==> src/rtl/mux_rr_arbiter.sv <==
// Round-robin arbiter sharing one 4:1 data mux among four requesters, bounded bursts per grant.
// Optional per-requester grant counters are enabled by defining MUX_RR_ARBITER_STATS_EN.
module mux_rr_arbiter #(
  parameter int unsigned WIDTH     = 8,
  parameter int unsigned BURST_MAX = 4
) (
  input  logic               clk,
  input  logic               rst_n,
  input  logic [3:0]         req_i,
  input  logic [4*WIDTH-1:0] din_i,
  input  logic               out_ready_i,
  output logic [3:0]         gnt_o,
  output logic [1:0]         sel_o,
  output logic               out_valid_o,
  output logic [WIDTH-1:0]   out_data_o,
  output logic [3:0]         ack_o
`ifdef MUX_RR_ARBITER_STATS_EN
  ,
  output logic [4*8-1:0]     grant_cnt_o
`endif
);

  typedef enum logic [0:0] {StIdle, StGrant} state_e;

  state_e     state_q, state_d;
  logic [3:0] gnt_q, gnt_d;
  logic [1:0] sel_q, sel_d;
  logic [1:0] ptr_q, ptr_d;
  logic [7:0] beat_cnt_q, beat_cnt_d;

  logic       beat;
  logic       release_burst;
  logic [1:0] arb_start;
  logic [2:0] arb;

  // Returns {found, index}; the lowest offset from start wins.
  function automatic logic [2:0] rr_pick(input logic [3:0] r, input logic [1:0] start);
    logic [2:0] res;
    logic [1:0] idx;
    res = '0;
    for (int k = 3; k >= 0; k--) begin
      idx = start + 2'(k);
      if (r[idx]) res = {1'b1, idx};
    end
    return res;
  endfunction

  assign out_valid_o   = (state_q == StGrant) && req_i[sel_q];
  assign out_data_o    = out_valid_o ? din_i[sel_q*WIDTH +: WIDTH] : '0;
  assign beat          = out_valid_o && out_ready_i;
  assign ack_o         = beat ? gnt_q : 4'b0000;
  assign gnt_o         = gnt_q;
  assign sel_o         = sel_q;
  assign release_burst = (beat && (beat_cnt_q == 8'(BURST_MAX - 1))) || !req_i[sel_q];

  // On release the scan starts after the current owner, making it lowest priority.
  assign arb_start = (state_q == StGrant) ? sel_q + 2'd1 : ptr_q;
  assign arb       = rr_pick(req_i, arb_start);

  always_comb begin
    state_d    = state_q;
    gnt_d      = gnt_q;
    sel_d      = sel_q;
    ptr_d      = ptr_q;
    beat_cnt_d = beat_cnt_q;
    unique case (state_q)
      StIdle: begin
        if (arb[2]) begin
          state_d    = StGrant;
          gnt_d      = 4'b0001 << arb[1:0];
          sel_d      = arb[1:0];
          beat_cnt_d = '0;
        end
      end
      StGrant: begin
        if (release_burst) begin
          ptr_d      = sel_q + 2'd1;
          beat_cnt_d = '0;
          if (arb[2]) begin
            gnt_d = 4'b0001 << arb[1:0];
            sel_d = arb[1:0];
          end else begin
            state_d = StIdle;
            gnt_d   = '0;
            sel_d   = '0;
          end
        end else if (beat) begin
          beat_cnt_d = beat_cnt_q + 8'd1;
        end
      end
      default: state_d = StIdle;
    endcase
  end

  always_ff @(posedge clk or negedge rst_n) begin
    if (!rst_n) begin
      state_q    <= StIdle;
      gnt_q      <= '0;
      sel_q      <= '0;
      ptr_q      <= '0;
      beat_cnt_q <= '0;
    end else begin
      state_q    <= state_d;
      gnt_q      <= gnt_d;
      sel_q      <= sel_d;
      ptr_q      <= ptr_d;
      beat_cnt_q <= beat_cnt_d;
    end
  end

`ifdef MUX_RR_ARBITER_STATS_EN
  logic       new_grant;
  logic [7:0] grant_cnt_q [4];

  assign new_grant = arb[2] && ((state_q == StIdle) || release_burst);

  always_ff @(posedge clk or negedge rst_n) begin
    if (!rst_n) begin
      for (int i = 0; i < 4; i++) grant_cnt_q[i] <= '0;
    end else if (new_grant && (grant_cnt_q[arb[1:0]] != 8'hFF)) begin
      grant_cnt_q[arb[1:0]] <= grant_cnt_q[arb[1:0]] + 8'd1;
    end
  end

  always_comb begin
    grant_cnt_o = '0;
    for (int i = 0; i < 4; i++) grant_cnt_o[i*8 +: 8] = grant_cnt_q[i];
  end
`endif

endmodule
==> config.mk <==
export PLATFORM = sky130hd
export DESIGN_NAME = mux_rr_arbiter
export DESIGN_NICKNAME = d
export VERILOG_FILES = /design/src/rtl/mux_rr_arbiter.sv
export SDC_FILE = /design/constraint.sdc
export NUM_CORES = 1
export LEC_CHECK = 0
export ABC_AREA = 1
export ABC_CLOCK_PERIOD_IN_PS = 1500
export BUFFER_PORTS_ARGS = -buffer_cell sky130_fd_sc_hd__clkbuf_2
export CORE_MARGIN = 2
export CORE_UTILIZATION = 43
export DETAILED_ROUTE_END_ITERATION = 8
export MAX_ROUTING_LAYER = met4
export PLACE_DENSITY = 0.78
export SLEW_MARGIN = 0
export SYNTH_ARGS = -nofsm -noshare
export SYNTH_HDL_FRONTEND = slang
export SYNTH_SLANG_ARGS = --single-unit
==> constraint.sdc <==
create_clock -name clk -period 1.5 [get_ports clk]
set_input_delay 0.225 -clock clk [delete_from_list [all_inputs] [get_ports clk]]
set_output_delay 0.225 -clock clk [all_outputs]
set_load 0.05 [all_outputs]
==> metrics.yaml, run 1 <==
status: "complete, but fails checks"
violations: "setup timing"
synth_cell_types: 24
gp_congestion: 0.893
crit_buf_inv: 4
post_drt_via_cell_ratio: 5.11
placed_area_mm2: 0.00223
ys.flop_type: "dfrtp_1"
drc_errors: 0
hold_class: "in -> async"
fin_hold_ws_ns: 0.386
diodes: 0
routed_wl_um: 5440
tns_ns: -9.83
clk_path_buf_depth: 2
fmax_mhz: 498
synthCells: 249
critPathKind: "reg -> out"
endpoint_kind: "output port"
ys.warnings.count: 0
cp-start-kind: "flip-flop"
drv_cap: 0
synth_area_mm2: 0.00146
grt_max_degree: 18
finalSetupViolCount: 27
dieArea_mm2: 0.00387
grt_setup_unrepaired: "yes"
track_usage: 0.271
worstMarginPinSlew_ns: 0.427
finalClockSkew_ns: 0.00199
design_area_mm2: 0.00268
crit_required_ns: 1.27
final_nets: 389
drive_gt1_frac: 0.506
reg2reg_from: "sel_o[0]"
grt_pass1_wl_um: 8420
worstSkewPairLatency_ns: 0.29
yosys.area.top_type_share: 0.292
synth_commonest_cells: "73 x nand2_1, 46 x nor2_1, 25 x inv_1, 25 x o21ai_0, 18 x nand3_1"
path_cells: "a21oi_2, o21ai_1, nand2_1, inv_2, nor2_4, clkinvlp_4, buf_12, a21oi_4, buf_8"
ir_drop_uv: 1510
dr.pass1.iters: 4
p_leak_nw: 1.33
h-tree-depth: 1
grt_pass1_vias: 1969
synth_top_cell_by_area: "dfrtp_1"
wire_per_inst_um: 13.8
vias: 2013
critPathArrivalTime_ns: 1.78
hold_viol: 0
cts_buffers: 3
rows: 21
worst_slack_ns: -0.508
r2r_cells: 14
post-place-ws_ns: -0.347
clk_pin_slew_ns: 0.10
synth_area_per_cell_um2: 5.84
r2r_setup_slack_ns: -0.38
syn-num-nets: 289
cts_root_buffer: "clkbuf_4"
synth_most_common_cell: "nand2_1"
relSlewSlack: 0.715
fillers: 201
ys_ff_latch: 17
synthTopCellsByArea: "dfrtp_1 29%, nand2_1 19%, nor2_1 12%"
rr_endpoint: "gnt_o[3]"
crit_path_top_delay_cell: "dfrtp_2"
min_period_ns: 2.01
dp.final_hpwl_um: 3250
crit_family: "buffers and inverters"
powerDensity_mw_per_mm2: 2340
initial_core_util: 0.443
core_area_mm2: 0.00328
finalCritPeriodShare: 1.34
io_pins: 58
antenna_found_initial: 0
crit_fanout: 8
final_max_slew_viol_count: 0
synth_edf_count: 0
drt_iter0_markers: 112
async_reset_ff_frac: 1.00
die_h_um: 62.2
cts_tree: "built"
port_buffers: 57
ant_nets: 0
grt-ovfl-total: 0
slowest_delay_ns: 0.45
die_x_um: 62.2
ys_seq_area_frac: 0.292
syn2layout_area_growth_pct: 84.4
cts_num_sinks: 17
through the flow:
stage / std cells / total power, W / util
2_1_floorplan: 249 / 0.00345 / -
3_3_place_gp: 384 / 0.00466 / 0.680
3_5_place_dp: 384 / 0.00474 / 0.680
4_1_cts: 393 / 0.00553 / 0.762
5_1_grt: 394 / 0.00666 / 0.817
6_report: 394 / 0.00627 / 0.817
area by class of cell:
type                    count  area (um2)  area share
clock inverters             1        5.00     0.00187
inverters                  28         119      0.0443
well taps                  46        57.6      0.0215
clock buffers               3        22.5     0.00840
flip-flops and latches     17         428       0.160
multi-input cells         200        1280       0.477
repair buffers             99         772       0.288
worst max-delay path by stage:
stage / from / end / slack [ns] / cells after the start
after floorplan: sel_o[0] / out_data_o[0] / -0.80 / 7
after global placement: sel_o[0] / out_data_o[5] / -0.29 / 9
final: sel_o[0] / out_data_o[7] / -0.51 / 9
after global routing: sel_o[0] / out_data_o[4] / -0.61 / 9
after CTS: sel_o[0] / out_data_o[4] / -0.51 / 9
after detailed placement: sel_o[0] / out_data_o[4] / -0.35 / 9
power by group:
group          switching, W  internal (W)
clock network      0.000151     0.0000993
logic               0.00321       0.00210
registers          0.000122      0.000593
kinds of logic after synthesis:
kind of cell               share of synthesized area
adders and majority gates                    0.00860
AOI/OAI and AO/OA                              0.160
and+or+nand+nor                                0.445
buffers and inverters                         0.0937
DFF                                            0.292
what timing repair did:
action / in CTS / in global routing
hold buffers: 1 / 0
endpoints found under the hold margin: 17 / 0
setup endpoints to repair: 29 / 30
setup buffers: 5 / 0
gates resized for setup: 55 / 59
gates cloned: 0 / 1
pin swaps: 5 / 13
layout by cell type (no fill, tap or decap), drive strengths merged:
cell / Yosys / routed
clkbuf: 2 / 47
o211ai: 2 / 2
or2: 3 / 3
a21oi: 11 / 11
clkinvlp: 0 / 1
inv: 28 / 27
clkinv: 0 / 1
o21ai: 29 / 30
nor2: 47 / 47
ha: 1 / 1
buf: 3 / 54
nor3b: 1 / 1
a31oi: 1 / 1
dfrtp: 17 / 17
nand4: 1 / 1
dlygate4sd3: 0 / 1
nor3: 5 / 5
nand3: 19 / 19
nand2: 79 / 79
registers in the layout, indices dropped and copies added (netlist names):
register	cells
beat_cnt_q	8
gnt_o	4
ptr_q	2
sel_o	2
state_q	1
metal layers:
| layer | track usage | up-vias | routed length [um] |
|---|---|---|---|
| met5 | - | - | 0 |
| met4 | 0.111 | 0 | 227 |
| met3 | 0.0290 | 25 | 187 |
| met2 | 0.504 | 64 | 2990 |
| met1 | 0.294 | 930 | 2030 |
| li1 | - | 994 | - |
(Power assumes the default switching activity.)
==> inputs of run 2 (changes only) <==
--- a/config.mk
+++ b/config.mk
@@ -13,6 +13,7 @@
 export DETAILED_ROUTE_END_ITERATION = 8
 export MAX_ROUTING_LAYER = met4
 export PLACE_DENSITY = 0.78
+export RECOVER_POWER = 25
 export SLEW_MARGIN = 0
 export SYNTH_ARGS = -nofsm -noshare
 export SYNTH_HDL_FRONTEND = slang
==> run 2 against run 1 <==
The run still ends with setup timing left. Clock power fell by 2%. Maximum frequency rose by 0.13%. Combinational power barely moved. Worst hold slack improved by 0.037 ns. Clock skew fell by 0.0015 ns. Wire length rose by 0.11%. Largest cell class unchanged. Critical endpoint is now out_data_o[2]. Final cell count did not move. Register-to-register slack barely moved. Sequential cell count did not move. Sequential power barely moved. Critical path depth fell by 1. Largest power group unchanged. Non-clock buffer count did not move.
==> metrics.yaml, run 2 (synthesized netlist as in run 1, its figures left out) <==
r2r_cells: 14
grt_max_degree: 18
hold_class: "in -> reg"
worst_slack_ns: -0.506
crit_top_cell: "buf_4"
dr.pass1.iters: 4
h-tree-depth: 1
gp_congestion: 0.893
largest_reg_flops: 8
die_h_um: 62.2
cts_tree: "built"
path_cells: "buf_4, buf_4, inv_6, buf_6, o21ai_1, buf_4, a21oi_4, buf_8"
ir_drop_uv: 1500
critPathArrivalTime_ns: 1.78
cts_root_buffer: "clkbuf_4"
grtUsageMet3: 0.0290
design_area_mm2: 0.00268
port_buffers: 57
core_area_mm2: 0.00328
placed_area_mm2: 0.00223
min_period_ns: 2.01
min_to: "beat_cnt_q[1]"
grt_pass1_wl_um: 8420
violations: "setup timing"
initial_core_util: 0.443
grt-ovfl-total: 0
crit_buf_inv: 6
p_leak_nw: 1.32
vias: 2035
critPathKind: "reg -> out"
crit_fanout: 13
min_from: "out_ready_i"
grt_setup_unrepaired: "yes"
die_x_um: 62.2
antenna_found_initial: 0
drive_gt1_frac: 0.503
clk_path_buf_depth: 2
routed_wl_um: 5440
cp-start-kind: "flip-flop"
final_max_slew_viol_count: 0
grt.busiest_layer: "met2"
finalClockSkew_ns: 0.000483
io_pins: 58
crit_path_top_delay_cell: "dfrtp_2"
status: "complete, but fails checks"
cts_buffers: 3
wire_per_inst_um: 13.8
post_drt_via_cell_ratio: 5.16
ant_nets: 0
track_usage: 0.271
final_common_cell: "nand2_1"
met2_usage: 0.504
min_path_cells: 4
final_nets: 389
relSlewSlack: 0.384
met1_usage: 0.294
syn2layout_area_growth_pct: 84.3
mostFrequentLayoutCells: "50 x nand2_1, 42 x nor2_1, 42 x clkbuf_2, 36 x buf_4, 22 x inv_1"
reg2reg_from: "sel_o[0]"
power_w: 0.00627
hold_viol: 0
endpoint_kind: "output port"
fillers: 202
powerDensity_mw_per_mm2: 2340
grt_pass1_vias: 1969
cts_num_sinks: 17
drc_errors: 0
crit_family: "buffers and inverters"
fmax_mhz: 499
crit_required_ns: 1.27
slowest_delay_ns: 0.44
rr_endpoint: "gnt_o[3]"
clk_pin_slew_ns: 0.10
rows: 21
drt_iter0_markers: 105
finalSetupViolCount: 27
drv_cap: 0
regMostFlops: "beat_cnt_q"
cp.depth: 8
dp.final_hpwl_um: 3250
worstMarginPinSlew_ns: 0.924
dieArea_mm2: 0.00387
finalCritPeriodShare: 1.34
worstSkewPairLatency_ns: 0.29
diodes: 0
r2r_setup_slack_ns: -0.39
## run 2: cell types whose count changed in the layout (fill, tap and decap cells not counted)
cell      delta
buf_4        -1
clkbuf_1     +1
clkbuf_2     -1
clkbuf_4     +1
## run 2: power by group
| group | internal (W) | total [W] | leakage [nW] | switching (W) |
|---|---|---|---|---|
| logic | 0.00209 | 0.00531 | 1.09 | 0.00322 |
| registers | 0.000593 | 0.000715 | 0.217 | 0.000122 |
| clock network | 0.0000993 | 0.000244 | 0.0177 | 0.000145 |
| total | 0.00279 | 0.00627 | 1.32 | 0.00349 |
## run 2: worst max-delay path by stage
| stage | from | endpoint | slack (ns) |
|---|---|---|---|
| 6_report | sel_o[0] | out_data_o[2] | -0.51 |
| 5_1_grt | sel_o[0] | out_data_o[4] | -0.61 |
| 4_1_cts | sel_o[0] | out_data_o[4] | -0.51 |
| 3_5_place_dp | sel_o[0] | out_data_o[4] | -0.35 |
| 3_3_place_gp | sel_o[0] | out_data_o[5] | -0.29 |
| 2_1_floorplan | sel_o[0] | out_data_o[0] | -0.80 |
## run 2: routing by layer
layer  share of wire  vias to the layer above
met5               0                        -
met3           0.048                       26
met2            0.54                       78
li1                -                      998
met1            0.37                      933
met4           0.042                        0
## run 2: worst register-to-register path, cell delays in order (launching register included)
cell and delay [ns]:
dfrtp_2 0.44, buf_4 0.15, buf_4 0.17, nand2_2 0.10, nand3_4 0.11, nand2_4 0.12
nand2_4 0.08, nand2_4 0.08, nand2_2 0.05, nand3_2 0.09, nand2_2 0.06, nand2_2 0.10
nand2_2 0.09, nand3_1 0.09, nand2_1 0.06
## run 2: layout make-up
cell class,instances,area (um2),share of cell area
timing repair buffer,99,771,0.287
multi-input combinational,200,1280,0.477
sequential,17,428,0.160
inverter,28,119,0.0443
clock buffer,3,22.5,0.00840
tap,46,57.6,0.0215
clock inverter,1,5.00,0.00187
## run 2: timing repair
item,CTS,global route
hold buffers,1,0
pin swaps,5,13
resized for setup,55,59
endpoints found under the setup margin,29,30
gates cloned,0,1
hold endpoints to repair,17,0
buffers inserted,5,0
## run 2: stage by stage
step	setup WS (ns)	hold slack [ns]	TNS, ns	util	cells
floorplan	-0.796	-0.0706	-12.30	-	249
global placement	-0.285	0.175	-4.33	0.680	384
detailed placement	-0.347	0.174	-5.60	0.680	384
CTS	-0.509	0.364	-9.65	0.762	393
global route	-0.605	0.447	-12.89	0.816	394
finish	-0.506	0.422	-9.87	0.816	394
==> inputs of run 3 (changes only) <==
--- a/config.mk
+++ b/config.mk
@@ -14,7 +14,9 @@
 export MAX_ROUTING_LAYER = met4
 export PLACE_DENSITY = 0.78
 export RECOVER_POWER = 25
+export SETUP_SLACK_MARGIN = 0.5
 export SLEW_MARGIN = 0
 export SYNTH_ARGS = -nofsm -noshare
 export SYNTH_HDL_FRONTEND = slang
 export SYNTH_SLANG_ARGS = --single-unit
+export TNS_END_PERCENT = 1
==> run 3 against run 2 <==
The flow still finishes with violations (setup timing). Final cell count decreased by 1.0%. Total power is 8.3% lower. Critical path type unchanged. Critical path depth grew 1. Sequential share of layout area rose by 1.2 points. First-iteration DRC count increased by 49%. Setup slack better by 0.0013 ns. Core utilization fell by 5.8 points. Wire length down 15%. Global-route usage down 1.7 points. Clock power about the same. Clock-buffer cell count increased by 1. Via count fell by 3.8%.
==> metrics.yaml, run 3 (synthesized netlist as in run 1, its figures left out) <==
status: "complete, but fails checks"
violations: "setup timing"
h-tree-depth: 1
ir_drop_uv: 977
final_util: 0.758
crit_path_top_delay_cell: "dfrtp_2"
grt.busiest_layer: "met2"
final_common_cell: "nand2_1"
min_period_ns: 2.00
mostFrequentLayoutCells: "66 x nand2_1, 41 x nor2_1, 37 x clkbuf_2, 30 x buf_4"
cts_root_buffer: "clkbuf_4"
crit_required_ns: 1.27
hold_class: "in -> reg"
grt-ovfl-total: 0
cp-startpoint: "sel_o[0]"
critPathArrivalTime_ns: 1.78
p_leak_nw: 1.27
finalClockSkew_ns: 0.00481
worst_slack_ns: -0.504
worstSkewPairLatency_ns: 0.29
core_area_mm2: 0.00328
relSlewSlack: 0.378
worstMarginPinSlew_ns: 0.933
diodes: 0
clk_pin_slew_ns: 0.10
final_max_slew_viol_count: 0
vias: 1958
reg2reg_from: "sel_o[0]"
die_h_um: 62.2
crit_end: "out_data_o[5]"
placed_area_mm2: 0.00219
wire_per_inst_um: 11.9
hold_viol: 0
drive_gt1_frac: 0.407
drc_errors: 0
rows: 21
drt_iter0_markers: 156
dp.final_hpwl_um: 3310
ant_nets: 0
grt_pass1_wl_um: 8020
slowest_delay_ns: 0.45
syn2layout_area_growth_pct: 71.2
io_pins: 58
regMostFlops: "beat_cnt_q"
cts_buffers: 3
track_usage: 0.254
endpoint_kind: "output port"
post_drt_via_cell_ratio: 5.02
met1_usage: 0.316
r2r_setup_slack_ns: -0.42
grt_pass1_vias: 1857
fmax_mhz: 499
crit_fanout: 8
grt_setup_unrepaired: "yes"
finalSetupViolCount: 29
design_area_mm2: 0.00249
initial_core_util: 0.443
routed_wl_um: 4640
port_buffers: 57
r2r_cells: 12
rr_endpoint: "sel_o[1]"
powerDensity_mw_per_mm2: 2310
cp.depth: 9
met2_usage: 0.431
min_path_cells: 4
path_cells: "a21oi_2, o21ai_1, nand2_1, inv_2, nor2_4, clkinvlp_4, buf_12, a21oi_4, buf_8"
fillers: 246
cts_num_sinks: 17
cts_tree: "built"
finalCritPeriodShare: 1.34
multi_input_area_mm2: 0.00106
gp_congestion: 0.880
dr.pass1.iters: 4
critPathKind: "reg -> out"
post-place-ws_ns: -0.316
largest_reg_flops: 8
clk_path_buf_depth: 2
crit_family: "buffers and inverters"
regArea_um2: 428
grt_max_degree: 18
drv_cap: 0
dieArea_mm2: 0.00387
final_nets: 385
die_x_um: 62.2
grtUsageMet3: 0.0308
antenna_found_initial: 0
crit_buf_inv: 4
cp-start-kind: "flip-flop"
[run 3: cell types whose count changed in the layout (fill, tap and decap cells not counted), sizes merged]
| cell | before | now |
|---|---|---|
| clkinv | 1 | 0 |
| buf | 53 | 50 |
| o21ai | 30 | 29 |
| clkbuf | 48 | 49 |
[run 3: where the power goes]
group / leakage [nW] / switching [W] / internal (W)
sequential: 0.217 / 0.000121 / 0.000593
clock: 0.0150 / 0.000144 / 0.000103
combinational: 1.04 / 0.00280 / 0.00199
total: 1.27 / 0.00307 / 0.00268
[run 3: area by class of cell]
class                           instances  area share
Clock buffer                            4      0.0105
Inverter                               28      0.0447
Multi-Input combinational cell        199       0.426
Sequential cell                        17       0.172
Tap cell                               46      0.0231
Timing Repair Buffer                   96       0.324
[run 3: metrics by stage]
stage / std cells / hold WS [ns] / setup TNS, ns / power (W)
6_report: 390 / 0.380 / -10.57 / 0.00575
5_1_grt: 390 / 0.411 / -13.65 / 0.00616
4_1_cts: 389 / 0.340 / -8.47 / 0.00549
3_5_place_dp: 381 / 0.183 / -5.89 / 0.00473
3_3_place_gp: 381 / 0.182 / -4.87 / 0.00464
2_1_floorplan: 249 / -0.0706 / -12.66 / 0.00341
[run 3: how the worst min path moves through the flow]
stage,from,endpoint,slack (ns)
floorplan,rst_n,beat_cnt_q[0],-0.07
global placement,rst_n,gnt_o[0],0.18
detailed placement,rst_n,gnt_o[0],0.18
CTS,req_i[0],state_q,0.34
global route,req_i[0],state_q,0.41
finish,req_i[0],state_q,0.38
[run 3: what timing repair did]
item | CTS | global route
hold endpoints to repair | 17 | 0
setup endpoints to repair | 35 | 35
resized for setup | 46 | 22
hold buffers | 1 | 0
pin swaps | 3 | 5
setup buffers | 3 | 1
[run 3: routing by layer]
layer  wire [um]  share of wire  vias up
li1            -              -      990
met1        1980           0.43      911
met2        2420           0.52       44
met3         151          0.033       13
met4          90          0.019        0
met5           0              0        -
[run 3: worst register-to-register path, stage by stage, from the launching register on]
cell	delay, ns
dfrtp_2	0.45
o211ai_1	0.18
nand2_1	0.12
buf_4	0.15
buf_6	0.10
buf_6	0.10
buf_6	0.10
buf_6	0.10
o211ai_1	0.10
nand2_2	0.12
buf_6	0.15
nand2_1	0.06
o21ai_1	0.07
